==> config.mk <==
export PLATFORM = sky130hd
export DESIGN_NAME = video_timing_gen
export DESIGN_NICKNAME = d
export VERILOG_FILES = /design/src/rtl/video_timing_gen.sv
export SDC_FILE = /design/constraint.sdc
export NUM_CORES = 1
export LEC_CHECK = 0
export BUFFER_PORTS_ARGS = -buffer_cell sky130_fd_sc_hd__buf_2
export CELL_PAD_IN_SITES_DETAIL_PLACEMENT = 0
export CELL_PAD_IN_SITES_GLOBAL_PLACEMENT = 1
export CORE_MARGIN = 2
export CORE_UTILIZATION = 43
export DETAILED_ROUTE_END_ITERATION = 12
export MAX_ROUTING_LAYER = met4
export PLACE_DENSITY = 0.83
export SYNTH_ARGS = -nofsm -noshare
export SYNTH_HDL_FRONTEND = slang
export SYNTH_SLANG_ARGS = --single-unit
==> constraint.sdc <==
create_clock -name s_axi_aclk -period 3.7 [get_ports s_axi_aclk]
set_clock_uncertainty 0.15 [all_clocks]
set_input_delay 0.185 -clock s_axi_aclk [delete_from_list [all_inputs] [get_ports s_axi_aclk]]
set_output_delay 0.185 -clock s_axi_aclk [all_outputs]
set_load 0.01 [all_outputs]
==> src/rtl/video_timing_gen.sv <==
// Raster timing generator: cx/cy counters, de/hsync/vsync, frame_start and frame_count, all registered and aligned.
// Optional image_change pulse every FRAMES_PER_IMAGE frames when VTG_IMAGE_CHANGE_EN is defined.
module video_timing_gen #(
  parameter int FRAME_WIDTH      = 1344,
  parameter int FRAME_HEIGHT     = 806,
  parameter int SCREEN_WIDTH     = 1024,
  parameter int SCREEN_HEIGHT    = 768,
  parameter int H_FRONT_PORCH    = 24,
  parameter int H_SYNC_WIDTH     = 136,
  parameter int V_FRONT_PORCH    = 3,
  parameter int V_SYNC_WIDTH     = 6,
  parameter int BIT_WIDTH        = 12,
  parameter int BIT_HEIGHT       = 11,
  parameter int FRAMES_PER_IMAGE = 1
) (
  input  logic                  s_axi_aclk,
  input  logic                  s_axi_aresetn,
  input  logic                  enable,
  output logic [BIT_WIDTH-1:0]  cx,
  output logic [BIT_HEIGHT-1:0] cy,
  output logic                  de,
  output logic                  hsync,
  output logic                  vsync,
  output logic                  frame_start,
  output logic                  image_change,
  output logic [31:0]           frame_count,
  output logic                  running
);

  localparam int HS_BEG = SCREEN_WIDTH + H_FRONT_PORCH;
  localparam int HS_END = HS_BEG + H_SYNC_WIDTH;
  localparam int VS_BEG = SCREEN_HEIGHT + V_FRONT_PORCH;
  localparam int VS_END = VS_BEG + V_SYNC_WIDTH;

  localparam logic [BIT_WIDTH-1:0]  X_LAST = BIT_WIDTH'(FRAME_WIDTH - 1);
  localparam logic [BIT_HEIGHT-1:0] Y_LAST = BIT_HEIGHT'(FRAME_HEIGHT - 1);
  localparam logic [BIT_WIDTH-1:0]  X_ONE  = 1;
  localparam logic [BIT_HEIGHT-1:0] Y_ONE  = 1;

  generate
    if (longint'(FRAME_WIDTH) > (longint'(1) << BIT_WIDTH)) begin : g_bad_fw
      $error("FRAME_WIDTH does not fit in BIT_WIDTH");
    end
    if (longint'(FRAME_HEIGHT) > (longint'(1) << BIT_HEIGHT)) begin : g_bad_fh
      $error("FRAME_HEIGHT does not fit in BIT_HEIGHT");
    end
    if (HS_END > FRAME_WIDTH || VS_END > FRAME_HEIGHT) begin : g_bad_sync
      $error("sync window extends beyond the frame");
    end
    if (FRAMES_PER_IMAGE < 1) begin : g_bad_fpi
      $error("FRAMES_PER_IMAGE must be at least 1");
    end
  endgenerate

  typedef enum logic {IDLE, RUN} state_t;
  state_t state, state_nxt;

  logic                  end_of_frame;
  logic [BIT_WIDTH-1:0]  x_nxt;
  logic [BIT_HEIGHT-1:0] y_nxt;
  logic                  de_nxt, hs_nxt, vs_nxt, fs_nxt;

  assign end_of_frame = (cx == X_LAST) && (cy == Y_LAST);
  assign running      = (state == RUN);

  always_ff @(posedge s_axi_aclk or negedge s_axi_aresetn) begin
    if (!s_axi_aresetn) state <= IDLE;
    else                state <= state_nxt;
  end

  // Leaving RUN is only allowed on the last pixel so frames are never truncated.
  always_comb begin
    state_nxt = state;
    case (state)
      IDLE:    if (enable) state_nxt = RUN;
      RUN:     if (end_of_frame && !enable) state_nxt = IDLE;
      default: state_nxt = IDLE;
    endcase
  end

  // Qualifiers are derived from the next position so they register alongside cx/cy.
  always_comb begin
    x_nxt = '0;
    y_nxt = '0;
    if (state == RUN && !end_of_frame) begin
      if (cx == X_LAST) begin
        y_nxt = cy + Y_ONE;
      end else begin
        x_nxt = cx + X_ONE;
        y_nxt = cy;
      end
    end
    de_nxt = (state_nxt == RUN) && (32'(x_nxt) < SCREEN_WIDTH) && (32'(y_nxt) < SCREEN_HEIGHT);
    hs_nxt = !((state_nxt == RUN) && (32'(x_nxt) >= HS_BEG) && (32'(x_nxt) < HS_END));
    vs_nxt = !((state_nxt == RUN) && (32'(y_nxt) >= VS_BEG) && (32'(y_nxt) < VS_END));
    fs_nxt = (state_nxt == RUN) && (x_nxt == '0) && (y_nxt == '0);
  end

  always_ff @(posedge s_axi_aclk or negedge s_axi_aresetn) begin
    if (!s_axi_aresetn) begin
      cx          <= '0;
      cy          <= '0;
      de          <= 1'b0;
      hsync       <= 1'b1;
      vsync       <= 1'b1;
      frame_start <= 1'b0;
      frame_count <= '0;
    end else begin
      cx          <= x_nxt;
      cy          <= y_nxt;
      de          <= de_nxt;
      hsync       <= hs_nxt;
      vsync       <= vs_nxt;
      frame_start <= fs_nxt;
      if (fs_nxt) frame_count <= frame_count + 32'd1;
    end
  end

`ifdef VTG_IMAGE_CHANGE_EN
  localparam int IC_W = $clog2(FRAMES_PER_IMAGE + 1);
  localparam logic [IC_W-1:0] IC_ONE = 1;
  logic [IC_W-1:0] img_cnt;

  // The frame_start that completes a group fires image_change and restarts the group.
  always_ff @(posedge s_axi_aclk or negedge s_axi_aresetn) begin
    if (!s_axi_aresetn) begin
      img_cnt      <= '0;
      image_change <= 1'b0;
    end else begin
      image_change <= 1'b0;
      if (fs_nxt) begin
        if (32'(img_cnt) == FRAMES_PER_IMAGE - 1) begin
          img_cnt      <= '0;
          image_change <= 1'b1;
        end else begin
          img_cnt <= img_cnt + IC_ONE;
        end
      end
    end
  end
`else
  assign image_change = 1'b0;
`endif

endmodule

==> flow_metrics.py <==
metrics = {
    "outcome": {
        "status": "finished clean",
    },
    "yosys": {
        "syn_nets": 340,
        "syn_inst": 333,
        "synthTopCellsByCount": "dfrtp_1 (58), xor2_1 (34), nor2_1 (30), nand4_1 (20), nand2_1 (18)",
        "yosysWarnings": 0,
        "netlist-cell-type-count": 55,
        "synth_ff_type": "dfrtp_1",
        "synth_edf_count": 0,
        "yosysTopAreaCellShare_pct": 42.76,
        "yosys-top-cells-area": "dfrtp_1 (43%), xor2_1 (8.8%), nor4_2 (5.2%)",
        "seq_area_frac_synth_pct": 44.31,
        "syn_area_sq_um": 3395,
        "synth_top_area_cell": "dfrtp_1",
        "syn_area_per_cell_sq_um": 10.19,
        "synth_most_common_cell": "dfrtp_1",
        "synth_seq_cells": 60,
        "async_flop_share_pct": 100.0,
    },
    "sta": {
        "tightest_slew_ns": 0.8474,
        "max_slew_margin_pct": 43.50,
        "finalHoldViolCount": 0,
        "tns_ns": 0,
        "finalCritPeriodShare_pct": 94.12,
        "maxSlewViolCount": 0,
        "period_needed_ns": 3.483,
        "fmax_mhz": 287.1,
        "grt_setup_unrepaired": "false",
        "setup_viol": 0,
        "timing.final.ws_setup_ns": 0.2175,
    },
    "setup_path": {
        "crit_type": "register to register",
        "worstPathRequired_ns": 3.80,
        "cp_slowest_cell": "or4b_4",
        "crit_path_max_fanout": 30,
        "crit_chain": "or4b_4 -> or4_1 -> or4_1 -> o311ai_1 -> and4_4 -> a41oi_4 -> buf_4 -> nor4_2 -> xor2_1",
        "cp-start-kind": "register",
        "cpMostUsedCell": "or4_1",
        "endpoint_kind": "register",
        "crit_arrival_ns": 3.59,
        "worst_path_largest_cell_delay_ns": 0.55,
    },
    "detailed_routing": {
        "drt-vias-per-instance": 5.474,
        "drtIter0Drc": 136,
        "drcViolationCount": 0,
        "vias": 2797,
        "avgRoutedWirePerCell_um": 16.30,
        "drt_first_pass_iters": 4,
        "postRouteAntennaNets": 0,
        "routed_wl_mm": 8.330,
    },
    "grt": {
        "antenna_found_initial": 0,
        "grt_max_degree": 38,
        "grt_pass1_vias": 2717,
        "grt_pass1_wl_mm": 13.69,
        "grt_usage_pct": 21.02,
        "grt-ovfl-total": 0,
    },
    "power": {
        "p_total_uw": 1258,
        "ir_drop_mv": 0.1428,
        "power_density_nw_per_um2": 309.7,
        "leakagePower_uw": 0.001599,
    },
    "floorplanning": {
        "rows": 32,
        "core_sq_um": 7687,
        "chipWidth_um": 92.85,
        "start_util_pct": 44.16,
        "dieArea_sq_um": 8621,
        "fp.dieH_um": 92.85,
        "io_pins": 64,
    },
    "finish": {
        "drive_gt1_share_pct": 28.85,
        "num_antenna_cells": 0,
        "syn2layout_area_growth_pct": 19.65,
        "fillers": 734,
        "fin_nets": 413,
    },
    "cts": {
        "cts-buffers-inserted": 9,
        "insertion_delay_ns": 0.33,
        "cts_tree": "done",
        "cts_max_path_buffers": 2,
        "clk_pin_slew_ns": 0.06,
        "htreeDepth": 3,
        "cts_root_buf": "clkbuf_8",
        "cts.sinks": 60,
    },
    "placed_design": {
        "dp_slack_ns": 0.2469,
        "routabilityCongestion": 0.8519,
        "hpwl_mm": 5.945,
        "port_buffers": 62,
    },
    "run": {
        "maxCapViolCount": 0,
    },
    "min_path": {
        "hold_class": "register to register",
    },
}
==> critical path, delay by kind of cell (launching register included) <==
kind,cells,cell delay (ns)
and+or+nand+nor,5,2.22
AOI/OAI and AO/OA,2,0.18
DFF,1,0.37
buffers and inverters,1,0.29
xor gates and xnor gates,1,0.19
==> placed cells by master, fill, tap and decap left out, types with 3 or more instances in the layout <==
cell / n
a21oi_1: 5
and2_1: 7
and3_1: 3
and4_1: 3
buf_2: 62
buf_4: 15
clkbuf_8: 11
dfrtp_1: 58
ha_1: 3
inv_1: 9
nand2_1: 18
nand3_1: 17
nand4_1: 20
nor2_1: 30
nor2b_1: 3
nor3_1: 16
nor4_2: 14
o21ai_0: 5
or2_2: 3
or3_1: 4
or4_1: 6
xnor2_1: 15
xor2_1: 34
==> flip-flops by register name, summed over array words and instances, names as in the netlist <==
name         cells
frame_count     32
cx              12
cy              11
de               1
frame_start      1
hsync            1
running          1
vsync            1
==> final timing paths <==
| check | start | to | slack, ns | cells past startpoint |
|---|---|---|---|---|
| hold reg to reg | frame_count[31] | frame_count[31] | 0.32 | 1 |
| max in group asynchronous | s_axi_aresetn | cy[3] | 2.22 | 3 |
| hold / removal | frame_count[31] | frame_count[31] | 0.32 | 1 |
| min in group asynchronous | s_axi_aresetn | cy[4] | 0.34 | 2 |
| setup reg to reg | cx[6] | frame_count[27] | 0.22 | 9 |
| setup / recovery | cx[6] | frame_count[27] | 0.22 | 9 |
==> layout make-up <==
cell class              instances  area, sq um  area share, %
flip-flops and latches         60         1504          37.03
clock buffers                  12        155.1          3.820
multi-input cells             247         1763          43.41
repair buffers                 79        442.9          10.91
well taps                     102        127.6          3.142
clock inverters                 2        35.03         0.8626
inverters                       9        33.78         0.8318
==> routing by layer <==
| layer | track usage, % | vias to the layer above | share of wire (%) |
|---|---|---|---|
| li1 | - | 1350 | - |
| met2 | 30.68 | 81 | 46 |
| met5 | - | - | 0 |
| met1 | 29.47 | 1360 | 48 |
| met3 | 4.150 | 6 | 5.0 |
| met4 | 6.985 | 0 | 0.98 |
==> timing repair <==
item | CTS | global route
hold buffers | 2 | 0
endpoints found under the setup margin | 0 | 1
resized for setup | 0 | 1
setup buffers | 0 | 0
endpoints found under the hold margin | 35 | 0
==> cells by family (layout without fill, tap and decap cells) <==
family | Yosys count | in the layout | share of synthesized area, %
muxes | 3 | 3 | 0.9215
DFF | 60 | 60 | 44.31
buffers and inverters | 26 | 102 | 3.833
other | 1 | 1 | 0.1105
AOI/OAI and AO/OA | 26 | 26 | 5.713
adders and majority gates | 4 | 4 | 1.474
xor gates and xnor gates | 49 | 49 | 12.64
and+or+nand+nor | 164 | 164 | 31.00
==> where the power goes <==
part | leakage [uW] | internal (uW) | switching (uW)
Combinational | 0.000803 | 2.83 | 13.6
Clock | 0.0000983 | 340 | 245
Sequential | 0.000697 | 656 | 0
==> through the flow <==
stage | instance area, sq um | util, % | hold slack [ns] | instances
after CTS | 4059 | 52.80 | 0.3202 | 511
after floorplan | 3395 | - | -0.2606 | 333
final | 4061 | 52.83 | 0.3154 | 511
after detailed placement | 3849 | 50.07 | 0.1908 | 495
after global routing | 4061 | 52.83 | 0.3377 | 511
after global placement | 3849 | 50.07 | 0.1864 | 495
Power figures use the tool's default switching activity.
